File: src/rtl/riesgos_pkg.sv
// Shared constants for the hazard/forwarding unit: operand-mux selects, MDU FSM encoding.
// Pure declarations; no logic, no latency, no flow control.
package riesgos_pkg;

    localparam logic [1:0] FWD_NONE = 2'b00;
    localparam logic [1:0] FWD_WB   = 2'b01;
    localparam logic [1:0] FWD_MEM  = 2'b10;

    localparam logic [1:0] ST_RUN   = 2'b00;
    localparam logic [1:0] ST_BUSY  = 2'b01;
    localparam logic [1:0] ST_DONE  = 2'b10;

    localparam int REG_ZERO = 0;

endpackage

File: src/rtl/unidad_cortocircuito_sel.sv
// Priority forwarding selector for one source operand: MEM beats WB, $zero never forwards.
// Purely combinational; no flow control.
module unidad_cortocircuito_sel
    import riesgos_pkg::*;
#(
    parameter int NB_REG = 5
) (
    input  logic [NB_REG-1:0] src,
    input  logic [NB_REG-1:0] rd_mem,
    input  logic              wr_mem,
    input  logic [NB_REG-1:0] rd_wb,
    input  logic              wr_wb,
    input  logic              en_wb,
    output logic [1:0]        sel
);

    logic hit_mem;
    logic hit_wb;

    assign hit_mem = wr_mem && (rd_mem != NB_REG'(REG_ZERO)) && (rd_mem == src);
    assign hit_wb  = en_wb && wr_wb && (rd_wb != NB_REG'(REG_ZERO)) && (rd_wb == src);

    always_comb begin
        sel = FWD_NONE;
        if (hit_mem) begin
            sel = FWD_MEM;
        end else if (hit_wb) begin
            sel = FWD_WB;
        end
    end

endmodule

File: src/rtl/unidad_riesgos.sv
// Hazard/forwarding unit for the 5-stage pipeline: EX/ID operand selects, load/branch stalls, MDU occupancy.
// Selects and stalls are combinational; MDU FSM and stall counter are registered. Stalls are its backpressure output.
module unidad_riesgos
    import riesgos_pkg::*;
#(
    parameter int NB_REG         = 5,
    parameter int MDU_LAT        = 4,
    parameter int NB_LAT         = 4,
    parameter int NB_CNT         = 16,
    parameter int RF_WRITE_FIRST = 1
) (
    input  logic              i_clk,
    input  logic              i_rst_n,
    input  logic [NB_REG-1:0] i_rs_ID,
    input  logic [NB_REG-1:0] i_rt_ID,
    input  logic              i_uses_rt_ID,
    input  logic              i_branch_ID,
    input  logic [NB_REG-1:0] i_rs_EX,
    input  logic [NB_REG-1:0] i_rt_EX,
    input  logic [NB_REG-1:0] i_rd_EX,
    input  logic              i_write_reg_EX,
    input  logic              i_mem_read_EX,
    input  logic              i_mdu_start_EX,
    input  logic [NB_REG-1:0] i_rd_MEM,
    input  logic              i_write_reg_MEM,
    input  logic              i_mem_read_MEM,
    input  logic [NB_REG-1:0] i_rd_WB,
    input  logic              i_write_reg_WB,
    input  logic              i_clr_cnt,
    output logic [1:0]        o_corto_rs,
    output logic [1:0]        o_corto_rt,
    output logic [1:0]        o_corto_br_rs,
    output logic [1:0]        o_corto_br_rt,
    output logic              o_stall_pc,
    output logic              o_stall_ifid,
    output logic              o_flush_idex,
    output logic              o_stall_idex,
    output logic              o_flush_exmem,
    output logic              o_mdu_busy,
    output logic [NB_CNT-1:0] o_stall_cycles
);

    localparam int                CNT_LOAD_I = (MDU_LAT >= 3) ? (MDU_LAT - 3) : 0;
    localparam logic [NB_LAT-1:0] CNT_LOAD   = NB_LAT'(CNT_LOAD_I);

    function automatic logic reg_match(input logic [NB_REG-1:0] a, input logic [NB_REG-1:0] r);
        return (r != NB_REG'(REG_ZERO)) && (r == a);
    endfunction

    // ---------------- operand forwarding ----------------
    logic [1:0] sel_rs_ex;
    logic [1:0] sel_rt_ex;
    logic [1:0] sel_rs_id;
    logic [1:0] sel_rt_id;
    logic       wr_mem_id;
    logic       en_wb_id;

    // Branch compare sits in ID: a load in MEM has no data yet, so only ALU results forward.
    assign wr_mem_id = i_branch_ID && i_write_reg_MEM && !i_mem_read_MEM;
    assign en_wb_id  = (RF_WRITE_FIRST == 0);

    unidad_cortocircuito_sel #(.NB_REG(NB_REG)) u_sel_rs_ex (
        .src    (i_rs_EX),
        .rd_mem (i_rd_MEM),
        .wr_mem (i_write_reg_MEM),
        .rd_wb  (i_rd_WB),
        .wr_wb  (i_write_reg_WB),
        .en_wb  (1'b1),
        .sel    (sel_rs_ex)
    );

    unidad_cortocircuito_sel #(.NB_REG(NB_REG)) u_sel_rt_ex (
        .src    (i_rt_EX),
        .rd_mem (i_rd_MEM),
        .wr_mem (i_write_reg_MEM),
        .rd_wb  (i_rd_WB),
        .wr_wb  (i_write_reg_WB),
        .en_wb  (1'b1),
        .sel    (sel_rt_ex)
    );

    unidad_cortocircuito_sel #(.NB_REG(NB_REG)) u_sel_rs_id (
        .src    (i_rs_ID),
        .rd_mem (i_rd_MEM),
        .wr_mem (wr_mem_id),
        .rd_wb  (i_rd_WB),
        .wr_wb  (i_write_reg_WB),
        .en_wb  (en_wb_id),
        .sel    (sel_rs_id)
    );

    unidad_cortocircuito_sel #(.NB_REG(NB_REG)) u_sel_rt_id (
        .src    (i_rt_ID),
        .rd_mem (i_rd_MEM),
        .wr_mem (wr_mem_id),
        .rd_wb  (i_rd_WB),
        .wr_wb  (i_write_reg_WB),
        .en_wb  (en_wb_id),
        .sel    (sel_rt_id)
    );

    // ---------------- data hazards ----------------
    logic src_ex;
    logic src_mem;
    logic h_load_use;
    logic h_branch_ex;
    logic h_branch_mem;
    logic hazard;

    assign src_ex  = reg_match(i_rs_ID, i_rd_EX)  || (i_uses_rt_ID && reg_match(i_rt_ID, i_rd_EX));
    assign src_mem = reg_match(i_rs_ID, i_rd_MEM) || (i_uses_rt_ID && reg_match(i_rt_ID, i_rd_MEM));

    assign h_load_use   = i_mem_read_EX && i_write_reg_EX && src_ex;
    assign h_branch_ex  = i_branch_ID && i_write_reg_EX && src_ex;
    assign h_branch_mem = i_branch_ID && i_mem_read_MEM && i_write_reg_MEM && src_mem;
    assign hazard       = h_load_use || h_branch_ex || h_branch_mem;

    // ---------------- MDU occupancy FSM ----------------
    logic [1:0]        state;
    logic [1:0]        state_nxt;
    logic [NB_LAT-1:0] cnt;
    logic [NB_LAT-1:0] cnt_nxt;
    logic              mdu_stall;

    // DONE ignores mdu_start: it is still the same instruction, now leaving EX.
    always_comb begin
        state_nxt = state;
        cnt_nxt   = cnt;
        mdu_stall = 1'b0;
        case (state)
            ST_RUN: begin
                if (i_mdu_start_EX && (MDU_LAT > 1)) begin
                    mdu_stall = 1'b1;
                    if (MDU_LAT == 2) begin
                        state_nxt = ST_DONE;
                    end else begin
                        state_nxt = ST_BUSY;
                        cnt_nxt   = CNT_LOAD;
                    end
                end
            end
            ST_BUSY: begin
                mdu_stall = 1'b1;
                if (cnt == '0) begin
                    state_nxt = ST_DONE;
                end else begin
                    cnt_nxt = cnt - NB_LAT'(1);
                end
            end
            ST_DONE: begin
                state_nxt = ST_RUN;
            end
            default: begin
                state_nxt = ST_RUN;
            end
        endcase
    end

    always_ff @(posedge i_clk) begin
        if (!i_rst_n) begin
            state <= ST_RUN;
            cnt   <= '0;
        end else begin
            state <= state_nxt;
            cnt   <= cnt_nxt;
        end
    end

    // ---------------- pipeline controls ----------------
    logic hazard_live;
    logic stall_front;

    // ID is frozen by the MDU stall, so its hazards are meaningless until it releases.
    assign hazard_live = hazard && !mdu_stall;
    assign stall_front = i_rst_n && (mdu_stall || hazard_live);

    assign o_corto_rs    = i_rst_n ? sel_rs_ex : FWD_NONE;
    assign o_corto_rt    = i_rst_n ? sel_rt_ex : FWD_NONE;
    assign o_corto_br_rs = i_rst_n ? sel_rs_id : FWD_NONE;
    assign o_corto_br_rt = i_rst_n ? sel_rt_id : FWD_NONE;

    assign o_stall_pc    = stall_front;
    assign o_stall_ifid  = stall_front;
    assign o_flush_idex  = i_rst_n && hazard_live;
    assign o_stall_idex  = i_rst_n && mdu_stall;
    assign o_flush_exmem = i_rst_n && mdu_stall;
    assign o_mdu_busy    = i_rst_n && mdu_stall;

    // ---------------- stall performance counter ----------------
    logic [NB_CNT-1:0] stall_cycles;

    always_ff @(posedge i_clk) begin
        if (!i_rst_n) begin
            stall_cycles <= '0;
        end else if (i_clr_cnt) begin
            stall_cycles <= '0;
        end else if (stall_front && (stall_cycles != '1)) begin
            stall_cycles <= stall_cycles + NB_CNT'(1);
        end
    end

    assign o_stall_cycles = stall_cycles;

endmodule

File: config.mk
export PLATFORM = sky130hd
export DESIGN_NAME = unidad_riesgos
export DESIGN_NICKNAME = d
export VERILOG_FILES = /design/src/rtl/riesgos_pkg.sv /design/src/rtl/unidad_cortocircuito_sel.sv /design/src/rtl/unidad_riesgos.sv
export SDC_FILE = /design/constraint.sdc
export NUM_CORES = 1
export LEC_CHECK = 0
export BUFFER_PORTS_ARGS = -buffer_cell sky130_fd_sc_hd__buf_2
export CAP_MARGIN = 15
export CORE_MARGIN = 8
export CORE_UTILIZATION = 43
export DETAILED_ROUTE_END_ITERATION = 8
export HOLD_SLACK_MARGIN = 0.06
export PLACE_DENSITY = 0.79
export SYNTH_ARGS = -nofsm -noshare
export SYNTH_HDL_FRONTEND = slang
export SYNTH_SLANG_ARGS = --single-unit
File: constraint.sdc
create_clock -name i_clk -period 2.7 [get_ports i_clk]
set_input_delay 0.54 -clock i_clk [delete_from_list [all_inputs] [get_ports i_clk]]
set_output_delay 0.54 -clock i_clk [all_outputs]
set_load 0.05 [all_outputs]
Yosys cells after proc, flatten, opt, wreduce, memory -nomap -nowiden:

Index checks and enable logic that the tools add are counted.

* add/subtract/negate cells: 2
* multipliers: 0
* reductions and logical operators: 45
* shifts and indexed selects: 0
* order comparisons: 0
* equal/unequal tests: 13
* div/mod/pow operators: 0
* multiplexer cells: 18
* bitwise gates (word level): 1

Operator list (count)
* $eq A5 B5 Y1: 8
* $logic_and A1 B1 Y1: 29
* $mux W2: 10
* $add A16 B1 Y16 const B: 1
* $ne A16 B16 Y1 const B: 1
* $reduce_bool A5 Y1: 3
* $mux W4: 2
* $pmux W4 S2: 1
* $ne A2 B2 Y1 const B: 3
* $logic_or A1 B1 Y1: 5
* $logic_not A4 Y1: 1
* $pmux W2 S2: 1
* $sub A4 B1 Y4 const B: 1
* $mux W1: 3
* $reduce_and A3 Y1: 1
* $eq A2 B1 Y1 const B: 1
* $logic_not A1 Y1: 2
* $logic_not A2 Y1: 1
* $pmux W1 S2: 1
* $reduce_and A2 Y1: 1
* $reduce_bool A2 Y1: 1
* $reduce_or A2 Y1: 1
* $not A1 Y1: 1

* bits in read-only memories: 0
* latch bits: 0
* output and inout bits: 30
* bits in writable memories: 0
* bits in registers: 22
* memories kept: 0

Logic depth before layout (Yosys ltp):

Gate-level depths: netlist of run 1.

* word-level depth: 11
* depth in mapped cells: 10
* mapped depth without buffers: 8

By module:

Synthesis of run 1 repeated with hierarchy kept, for this count alone.

* cell total of the unflattened synthesis: 279
* area total of the unflattened synthesis: 2215.9 um^2

Modules (own cells, without submodules)
* unidad_riesgos: area an instance 1565.3 um^2, cells an instance 195, instances 1, sequential area each 440.4 um^2
* unidad_cortocircuito_sel: area an instance 162.7 um^2, cells an instance 21, instances 4, sequential area each 0.0 um^2

Worst setup path before layout of run 1:

Ideal clock, no wire load.

* path type: input to output
* from: input port i_rd_MEM[2]
* to: output port o_corto_rs[0]
* required time: 2160 ps
* path buffers: 1
* setup slack: -866 ps
* stages: 5
* arrival time: 3026 ps
* cells stage by stage: clkbuf_1 or4_1 o21ai_1 nor4_1 nor4_1

* longest elaborated chain between the ends: 5

Ends and longest elaborated chain
* start: declaration: line unidad_riesgos.sv:24 `input logic [NB_REG-1:0] i_rd_MEM,`
* $reduce_bool A5 Y1: line unidad_cortocircuito_sel.sv:20 `assign hit_mem = wr_mem && (rd_mem != NB_REG'(REG_ZERO)) && (rd_mem == src);`
* $logic_and A1 B1 Y1: line unidad_cortocircuito_sel.sv:20
* $logic_and A1 B1 Y1 *: line unidad_cortocircuito_sel.sv:20
* $mux W2 *: line unidad_cortocircuito_sel.sv:25 `if (hit_mem) begin`
* $mux W2 *: line unidad_riesgos.sv:177 `assign o_corto_rs = i_rst_n ? sel_rs_ex : FWD_NONE;`
* end: declaration: line unidad_riesgos.sv:30 `output logic [1:0] o_corto_rs,`

Mark *: on every way between the ends. The rest lies on a longest branch, timed or not.

Worst setup path after layout of run 1:

* from: input port i_rd_MEM[1]
* to: output port o_corto_rs[0]

Same word-level chain as after synthesis.

==> run summary, run 1 <==
Placement Cell Area: 0.00219 sq mm
Crit Path Max Fanout: 3
DRC viols: 0
H-tree depth: 1
Core area: 0.00397 sq mm
IO buf count: 73
Drt via density: 5.39
Synth-to-Final Area Change: 27.8%
Skew final: 3.96 ps
Clock root cell: clkbuf_8
Clock transition at the registers of the reported paths: 80 ps
Fmax: 380 MHz
Die X: 80.1 um
CP Capture Type: primary output
DP HPWL: 3.99 mm
Worst slew margin: 0.624
Largest delay share family, worst path: simple AND/OR/NAND/NOR gates
Post-cts resize count: 0
Final wirelength: 4.91 mm
Critical path required time: 2160 ps
Max-Cap Viols: 0
Combinational fraction of design power: 0.323
Class of the worst hold path: flip-flop to flip-flop
Synth Area per Inst: 7.95 sq um
Final hold vios: 0
CTS buffer count: 3
Critical path launch point type: input port
Register Area: 440 sq um
Design area: 0.00226 sq mm
Setup CP Type: input port to primary output
Worst-case clock buffer depth: 2
# setup viols final: 0
Slowest CP cell: or4_1
Die Span Y: 80.1 um
Largest net degree at the start of global routing: 29
Final GP Congestion: 0.880
Tot Pwr: 866 uW
Maximum vdd drop: 0.194 mV
Sequential fraction of the synthesis area: 0.249
Initial Util: 0.445
Footprint of the multi-input gates: 0.00125 sq mm
Status: finished clean
N_diodes: 0
Worst-skew pair later-pin latency: 260 ps
Setup bufs post-CTS: 0
Fraction of layout cells with a size suffix above 1: 0.317
Cell Pwr Density: 384 mW/mm^2
P_sw: 290 uW
Seq pwr share: 0.402
First-pass GRT wire length: 8.17 mm
Row count: 23
Period utilization: 0.975
Max-slew violations: 0
Worst stage delay on the critical path: 570 ps
Initial antenna violation count: 0
Routed length per instance: 14.4 um
DIE AREA: 0.00641 sq mm
Internal: 576 uW
DR pass1 iterations: 4
Vias in the first global route: 1849
Sw frac: 0.335
Clock share of power: 0.275
Mapped Area: 0.00177 sq mm
Crit-path cells: buf_2 > or4_1 > o21ai_2 > nor4_1 > nor4_4 > clkbuf_4
Fill count: 377
Ys Warns: 0
Pin slew with the least headroom to its limit: 559 ps
DRT iter0 DRCs: 118
GR Overflow Total: 0
Distinct cells, synth: 40
Vias: 1832
Number of synthesized register bits: 22
Nets@finish: 340
Cts hold-fix bufs: 0
GRT Total Usage: 0.154
Sum Neg Setup Slack: 0 ps
Clk sink count: 22
Syn Inst Count: 222
Remaining antenna violation count: 0
WP buf/inv: 2
Final core area utilization: 0.568
Top Ports: 76
TritonCTS clock tree: built
Leak: 0.000939 uW
Clock period minus final worst setup slack: 2630 ps
Worst EP arrival: 2090 ps
-- cell type report --
class / count / area share
multi-input combinational: 178 / 0.555
inverter: 6 / 0.00998
clock buffer: 4 / 0.0244
tap: 50 / 0.0277
timing repair buffer: 80 / 0.187
sequential: 22 / 0.195
-- cell families after synthesis --
kind of cell | Yosys count | synth area share
compound gates | 34 | 0.127
xor+xnor | 42 | 0.208
fa+ha+maj | 3 | 0.0213
buf+inv | 23 | 0.0730
flops | 22 | 0.249
mux | 5 | 0.0283
other cells | 1 | 0.00212
simple gates | 92 | 0.291
-- power groups by stage --
stage	logic, uW	registers, uW	clock network [uW]
final	279	348	238
after global routing	308	350	257
after CTS	278	348	243
after detailed placement	278	355	0
after global placement	271	355	0
after floorplan	206	358	0
-- sequential cells by signal, summed over array words and instances, names as in the netlist --
register and cells:
cnt 4, o_stall_cycles 16, state 2
-- per-layer routing --
metal  global-route usage  vias up  part of all wire
met3               0.0335        8             0.071
li1                     -      923                 -
met5                    0        -                 0
met4               0.0509        0             0.015
met1                0.179      837              0.41
met2                0.272       64              0.50
-- cell usage in the layout (no fill, tap or decap), types with 7 or more instances in the layout --
cell type and count:
buf_2 71, nand2_1 22, dfxtp_1 22, xnor2_1 21, xor2_1 21, or4_1 13
a21oi_1 12, nand3_1 10, nor2_1 9, o31ai_1 8, buf_4 7
-- synth_stat cells --
cell type,number,area (sq um)
mux2i_1,5,50.1
buf_6,2,22.5
nor3_1,5,25.0
nor2_1,10,37.5
nor3b_1,2,15.0
buf_2,4,20.0
or4_1,13,97.6
o21ai_1,2,10.0
dfxtp_1,22,440
o311ai_1,1,8.76
o41ai_1,2,17.5
and4_1,2,17.5
conb_1,1,3.75
or3_1,1,6.26
nor4_1,6,37.5
nand2_1,22,82.6
ha_1,3,37.5
xnor2_1,21,184
o21bai_1,1,7.51
o211ai_1,1,7.51
nor3_2,1,10.0
clkbuf_1,3,11.3
nand3_1,10,50.1
and3_1,5,31.3
a21oi_1,12,60.1
o2111ai_1,2,17.5
o22ai_1,2,12.5
xor2_1,21,184
inv_1,5,18.8
and4b_1,1,10.0
and2_1,5,31.3
o31ai_1,8,60.1
nor4b_1,1,8.76
buf_1,2,7.51
nand2b_1,5,31.3
or3b_1,1,8.76
o21a_1,3,22.5
buf_4,6,45.0
nand4_1,2,12.5
inv_2,1,3.75
-- worst reg2reg max path, cell delays in order, from the launching register on --
cell	delay, ps
dfxtp_1	360
and3_1	190
and3_1	200
and2_1	190
nand3_1	120
nor2_1	70
buf_4	160
or4_1	460
a21oi_1	180
-- final timing paths --
| check | start | endpoint | cells past startpoint | slack (ps) |
|---|---|---|---|---|
| setup / recovery | i_rd_MEM[1] | o_corto_rs[0] | 6 | 70 |
| setup reg to reg | o_stall_cycles[7]$_SDFFE_PP0P_ | o_stall_cycles[12]$_SDFFE_PP0P_ | 8 | 690 |
| hold / removal | o_stall_cycles[11]$_SDFFE_PP0P_ | o_stall_cycles[11]$_SDFFE_PP0P_ | 2 | 480 |
| hold reg to reg | o_stall_cycles[11]$_SDFFE_PP0P_ | o_stall_cycles[11]$_SDFFE_PP0P_ | 2 | 480 |
-- per-stage QoR --
stage,std cells,hold slack [ps],worst slack [ps]
4_1_cts,340,487,29.8
3_3_place_gp,336,465,108
6_report,340,481,66.6
5_1_grt,340,505,-26.2
2_1_floorplan,223,480,-22.2
3_5_place_dp,336,475,45.2
Note: power is estimated with default switching activity, not from simulation.
==> run 2, diff against run 1 <==
--- a/config.mk
+++ b/config.mk
@@ -8,10 +8,11 @@
 export BUFFER_PORTS_ARGS = -buffer_cell sky130_fd_sc_hd__buf_2
 export CAP_MARGIN = 15
 export CORE_MARGIN = 8
-export CORE_UTILIZATION = 43
+export CORE_UTILIZATION = 45
 export DETAILED_ROUTE_END_ITERATION = 8
 export HOLD_SLACK_MARGIN = 0.06
 export PLACE_DENSITY = 0.79
 export SYNTH_ARGS = -nofsm -noshare
 export SYNTH_HDL_FRONTEND = slang
+export SYNTH_HIERARCHICAL = 1
 export SYNTH_SLANG_ARGS = --single-unit
==> run summary, run 2 <==
Footprint of the multi-input gates: 0.00168 sq mm
Synth cell count leaders: 34 x xnor2_1, 22 x dfxtp_1, 18 x nand2_1, 18 x xor2_1, 15 x nand3_1
Cts hold-fix bufs: 0
DR pass1 iterations: 4
Post-synth ARST share: 0
Initial Util: 0.469
Skew final: 3.93 ps
Reg2Reg Depth: 6
CTS buffer count: 3
Clock transition at the registers of the reported paths: 70 ps
Final wirelength: 6.52 mm
Clock share of power: 0.249
Fraction of layout cells with a size suffix above 1: 0.291
Post-synth top area cell: dfxtp_1
# setup viols final: 0
Worst-skew pair later-pin latency: 260 ps
IO buf count: 73
Seq pwr share: 0.370
Max-Cap Viols: 0
Vias: 2295
Final core area utilization: 0.581
Worst EP arrival: 2100 ps
Worst-case clock buffer depth: 2
H-tree depth: 1
Fmax: 378 MHz
Distinct cells, synth: 45
DIE AREA: 0.00743 sq mm
Remaining antenna violation count: 0
DRC viols: 0
Nets@finish: 400
Final GP Congestion: 0.914
Post-route setup slack: 57.1 ps
Max FFs per register: 16
Internal: 607 uW
Worst hold slack: 494 ps
Critical path required time: 2160 ps
Critical path launch point type: input port
Pre-CTS setup slack: 33.1 ps
Most used DFF post-synth: dfxtp_1
Worst slew margin: 0.596
DRT iter0 DRCs: 97
Sw frac: 0.348
Combinational fraction of design power: 0.381
P_sw: 325 uW
Fill count: 435
Most frequent cells in the layout: 71 x buf_2, 34 x xnor2_1, 22 x dfxtp_1, 18 x nand2_1, 18 x xor2_1
N_diodes: 0
Count leader, synth: xnor2_1
Die Span Y: 86.2 um
Top Ports: 76
GRT Total Usage: 0.168
Clock period minus final worst setup slack: 2640 ps
Post-cts resize count: 0
Register Area: 440 sq um
Syn Inst Count: 279
Die X: 86.2 um
Commonest non-fill, non-tap cell in the layout: buf_2
Crit Path Max Fanout: 10
Row count: 25
Class of the worst hold path: flip-flop to flip-flop
Drt via density: 5.50
Leak: 0.00106 uW
CP Capture Type: primary output
Post-synth EDFFs: 0
Synth Area per Inst: 7.94 sq um
Status: finished clean
Vias in the first global route: 2241
Hold path cells: 2
Sequential fraction of the synthesis area: 0.199
First-pass GRT wire length: 10.4 mm
Mapped Area: 0.00222 sq mm
Largest net degree at the start of global routing: 23
Max-slew violations: 0
Setup bufs post-CTS: 0
GR Overflow Total: 0
Yosys top cell area share: 0.199
Synth area leaders: dfxtp_1 20%, xnor2_1 13%, xor2_1 7.1%
DP HPWL: 5.10 mm
Sum Neg Setup Slack: 0 ps
Final hold vios: 0
Period utilization: 0.979
Routed length per instance: 15.6 um
Maximum vdd drop: 0.374 mV
Clk sink count: 22
RSZ-0062 raised after global routing: false
Cell Pwr Density: 340 mW/mm^2
Synth-to-Final Area Change: 23.8%
Pin slew with the least headroom to its limit: 604 ps
Core area: 0.00472 sq mm
TritonCTS clock tree: built
Clock root cell: clkbuf_8
Ys Warns: 6
Setup CP Type: input port to primary output
Number of synthesized register bits: 22
Initial antenna violation count: 0
==> run 2: cell families after synthesis <==
logic type               Yosys count  synth area share
AO/OA/AOI/OAI                     54             0.193
AND/OR/NAND/NOR                  117             0.303
XOR/XNOR                          52             0.206
adder cells (fa/ha/maj)            3            0.0169
flip-flops                        22             0.199
buffers and inverters             24            0.0565
multiplexers                       5            0.0226
other                              2           0.00339
==> run 2: path summary, 6_finish.rpt <==
check / slack (ps) / end / from
hold reg to reg: 490 / o_stall_cycles[5]$_SDFFE_PP0P_ / o_stall_cycles[5]$_SDFFE_PP0P_
setup reg to reg: 420 / o_stall_cycles[6]$_SDFFE_PP0P_ / o_stall_cycles[0]$_SDFFE_PP0P_
setup / recovery: 60 / o_stall_ifid / i_rd_MEM[2]
hold / removal: 490 / o_stall_cycles[5]$_SDFFE_PP0P_ / o_stall_cycles[5]$_SDFFE_PP0P_
==> run 2: critical path, stage by stage <==
cell and delay (ps):
buf_2 100, buf_4 190, xor2_1 160, nor4_2 190, a32oi_2 180, o221ai_1 270, and2_2 230, clkbuf_4 240
==> run 2: layer usage <==
| layer | global-route usage | up-vias | wire length [um] |
|---|---|---|---|
| li1 | - | 1163 | - |
| met1 | 0.202 | 1053 | 2750 |
| met2 | 0.279 | 68 | 3230 |
| met3 | 0.0548 | 11 | 453 |
| met4 | 0.0501 | 0 | 82 |
| met5 | 0 | - | 0 |
==> run 2: cell type report <==
cell class              instances  share of cell area
well taps                      67              0.0306
repair buffers                 81               0.166
multi-input cells             235               0.612
flip-flops and latches         22               0.161
inverters                       8              0.0109
clock buffers                   4              0.0201
==> run 2: power groups by stage <==
stage | clock network (uW) | registers (uW) | logic, uW
after floorplan | 0 | 352 | 218
after global routing | 254 | 347 | 384
after CTS | 240 | 345 | 348
final | 232 | 345 | 355
after detailed placement | 0 | 353 | 347
after global placement | 0 | 352 | 340
==> run 2: per-stage QoR <==
stage	area, sq um	total power [uW]	cells
6_report	2740	932	417
3_5_place_dp	2660	700	413
4_1_cts	2720	933	417
2_1_floorplan	2220	570	281
3_3_place_gp	2660	692	413
5_1_grt	2740	985	417
==> run 3, diff against run 2 <==
--- a/config.mk
+++ b/config.mk
@@ -9,9 +9,11 @@
 export CAP_MARGIN = 15
 export CORE_MARGIN = 8
 export CORE_UTILIZATION = 45
+export CTS_BUF_LIST = sky130_fd_sc_hd__clkbuf_16
 export DETAILED_ROUTE_END_ITERATION = 8
 export HOLD_SLACK_MARGIN = 0.06
 export PLACE_DENSITY = 0.79
+export REMOVE_ABC_BUFFERS = 1
 export SYNTH_ARGS = -nofsm -noshare
 export SYNTH_HDL_FRONTEND = slang
 export SYNTH_HIERARCHICAL = 1
==> run summary, run 3 (same netlist as run 2, synthesis figures left out) <==
Clk sink count: 22
Max FFs per register: 16
First-pass GRT wire length: 11.1 mm
Row count: 25
Post-route setup slack: 41.9 ps
Core area: 0.00472 sq mm
Sum Neg Setup Slack: 0 ps
CP Capture Type: primary output
DR pass1 iterations: 5
Final wirelength: 6.66 mm
Critical path origin: i_rd_MEM[2]
TritonCTS clock tree: built
Worst-case clock buffer depth: 2
Max-slew violations: 0
Status: finished clean
RSZ-0062 raised after global routing: true
Top Ports: 76
Worst slew margin: 0.563
Tot Pwr: 1010 uW
Max-Cap Viols: 0
Setup CP Type: input port to primary output
Maximum vdd drop: 0.279 mV
IO buf count: 73
Reg2Reg Depth: 6
Leak: 0.00108 uW
Cell Pwr Density: 365 mW/mm^2
Worst EP arrival: 2120 ps
Fraction of layout cells with a size suffix above 1: 0.289
Skew final: 5.99 ps
Vias: 2382
Worst R2R End: o_stall_cycles[9]$_SDFFE_PP0P_
DIE AREA: 0.00743 sq mm
Die Span Y: 86.2 um
Initial antenna violation count: 0
Die X: 86.2 um
Drt via density: 5.67
Clock transition at the registers of the reported paths: 60 ps
DRT iter0 DRCs: 109
CP Capture Point: o_stall_ifid
R2r setup slk: 380 ps
Final hold vios: 0
Clock root cell: clkbuf_16
Design area: 0.00276 sq mm
Initial Util: 0.469
Pin slew with the least headroom to its limit: 654 ps
# setup viols final: 0
N_diodes: 0
Final GP Congestion: 0.923
GR Overflow Total: 0
Period utilization: 0.984
Vias in the first global route: 2314
Nets@finish: 404
Clock period minus final worst setup slack: 2660 ps
CTS buffer count: 3
Synth-to-Final Area Change: 24.6%
Routed length per instance: 15.9 um
DRC viols: 0
H-tree depth: 1
Fmax: 376 MHz
Worst-skew pair later-pin latency: 250 ps
DP HPWL: 5.12 mm
Hold path start: o_stall_cycles[5]$_SDFFE_PP0P_
Remaining antenna violation count: 0
GRT Total Usage: 0.177
Most frequent cells in the layout: 73 x buf_2, 34 x xnor2_1, 22 x dfxtp_1, 18 x nand2_1, 18 x xor2_1
Pre-CTS setup slack: 62.2 ps
Placement Cell Area: 0.00268 sq mm
Cts hold-fix bufs: 0
Class of the worst hold path: flip-flop to flip-flop
Critical path launch point type: input port
Largest net degree at the start of global routing: 23
Critical path required time: 2160 ps
Crit Path Max Fanout: 10
Commonest non-fill, non-tap cell in the layout: buf_2
R2R Path Start: o_stall_cycles[0]$_SDFFE_PP0P_
[run 3: cell count changes in the layout (fill, tap and decap cells not counted), sizes merged]
cell,previous run,this run
clkbuf,6,3
buf,79,85
[run 3: critical path: stages]
cell and delay (ps):
buf_2 110, buf_4 190, xor2_1 160, nor4_2 150, a32oi_1 180, o221ai_1 270
and2_1 230, buf_2 290
[run 3: worst min-delay path by stage]
stage	depth (start not counted)	slack, ps	end
6_report	2	480	o_stall_cycles[5]$_SDFFE_PP0P_
5_1_grt	2	510	o_stall_cycles[5]$_SDFFE_PP0P_
4_1_cts	2	480	o_stall_cycles[5]$_SDFFE_PP0P_
3_5_place_dp	2	470	o_stall_cycles[5]$_SDFFE_PP0P_
3_3_place_gp	2	470	o_stall_cycles[5]$_SDFFE_PP0P_
2_1_floorplan	2	500	cnt[1]$_SDFFE_PN0P_
[run 3: what timing repair did]
item / in CTS / in global routing
endpoints found under the hold margin: 0 / 0
endpoints found under the setup margin: 0 / 3
gates resized for setup: 0 / 1
setup buffers: 0 / 0
[run 3: layer usage]
metal / GRT usage / vias to the layer above / part of all wire
met2: 0.288 / 93 / 0.46
met5: 0 / - / 0
met4: 0.0454 / 0 / 0.0018
met3: 0.0463 / 2 / 0.096
met1: 0.225 / 1121 / 0.44
li1: - / 1166 / -
[run 3: where the power goes]
| group | internal [uW] | total (uW) | switching, uW |
|---|---|---|---|
| Combinational | 144 | 355 | 212 |
| Clock | 195 | 306 | 111 |
| Sequential | 335 | 346 | 10.9 |
| Total | 674 | 1010 | 333 |
[run 3: layout make-up]
cell class,instances,area [sq um]
sequential,22,440
inverter,8,30.0
tap,67,83.8
clock buffer,3,75.1
fill,434,1960
timing repair buffer,85,468
multi-input combinational,235,1660
[run 3: metrics by stage]
stage	instances	util	hold slack, ps
2_1_floorplan	265	-	499
6_report	420	0.585	479
3_3_place_gp	417	0.567	465
4_1_cts	420	0.583	483
5_1_grt	420	0.585	509
3_5_place_dp	417	0.567	473
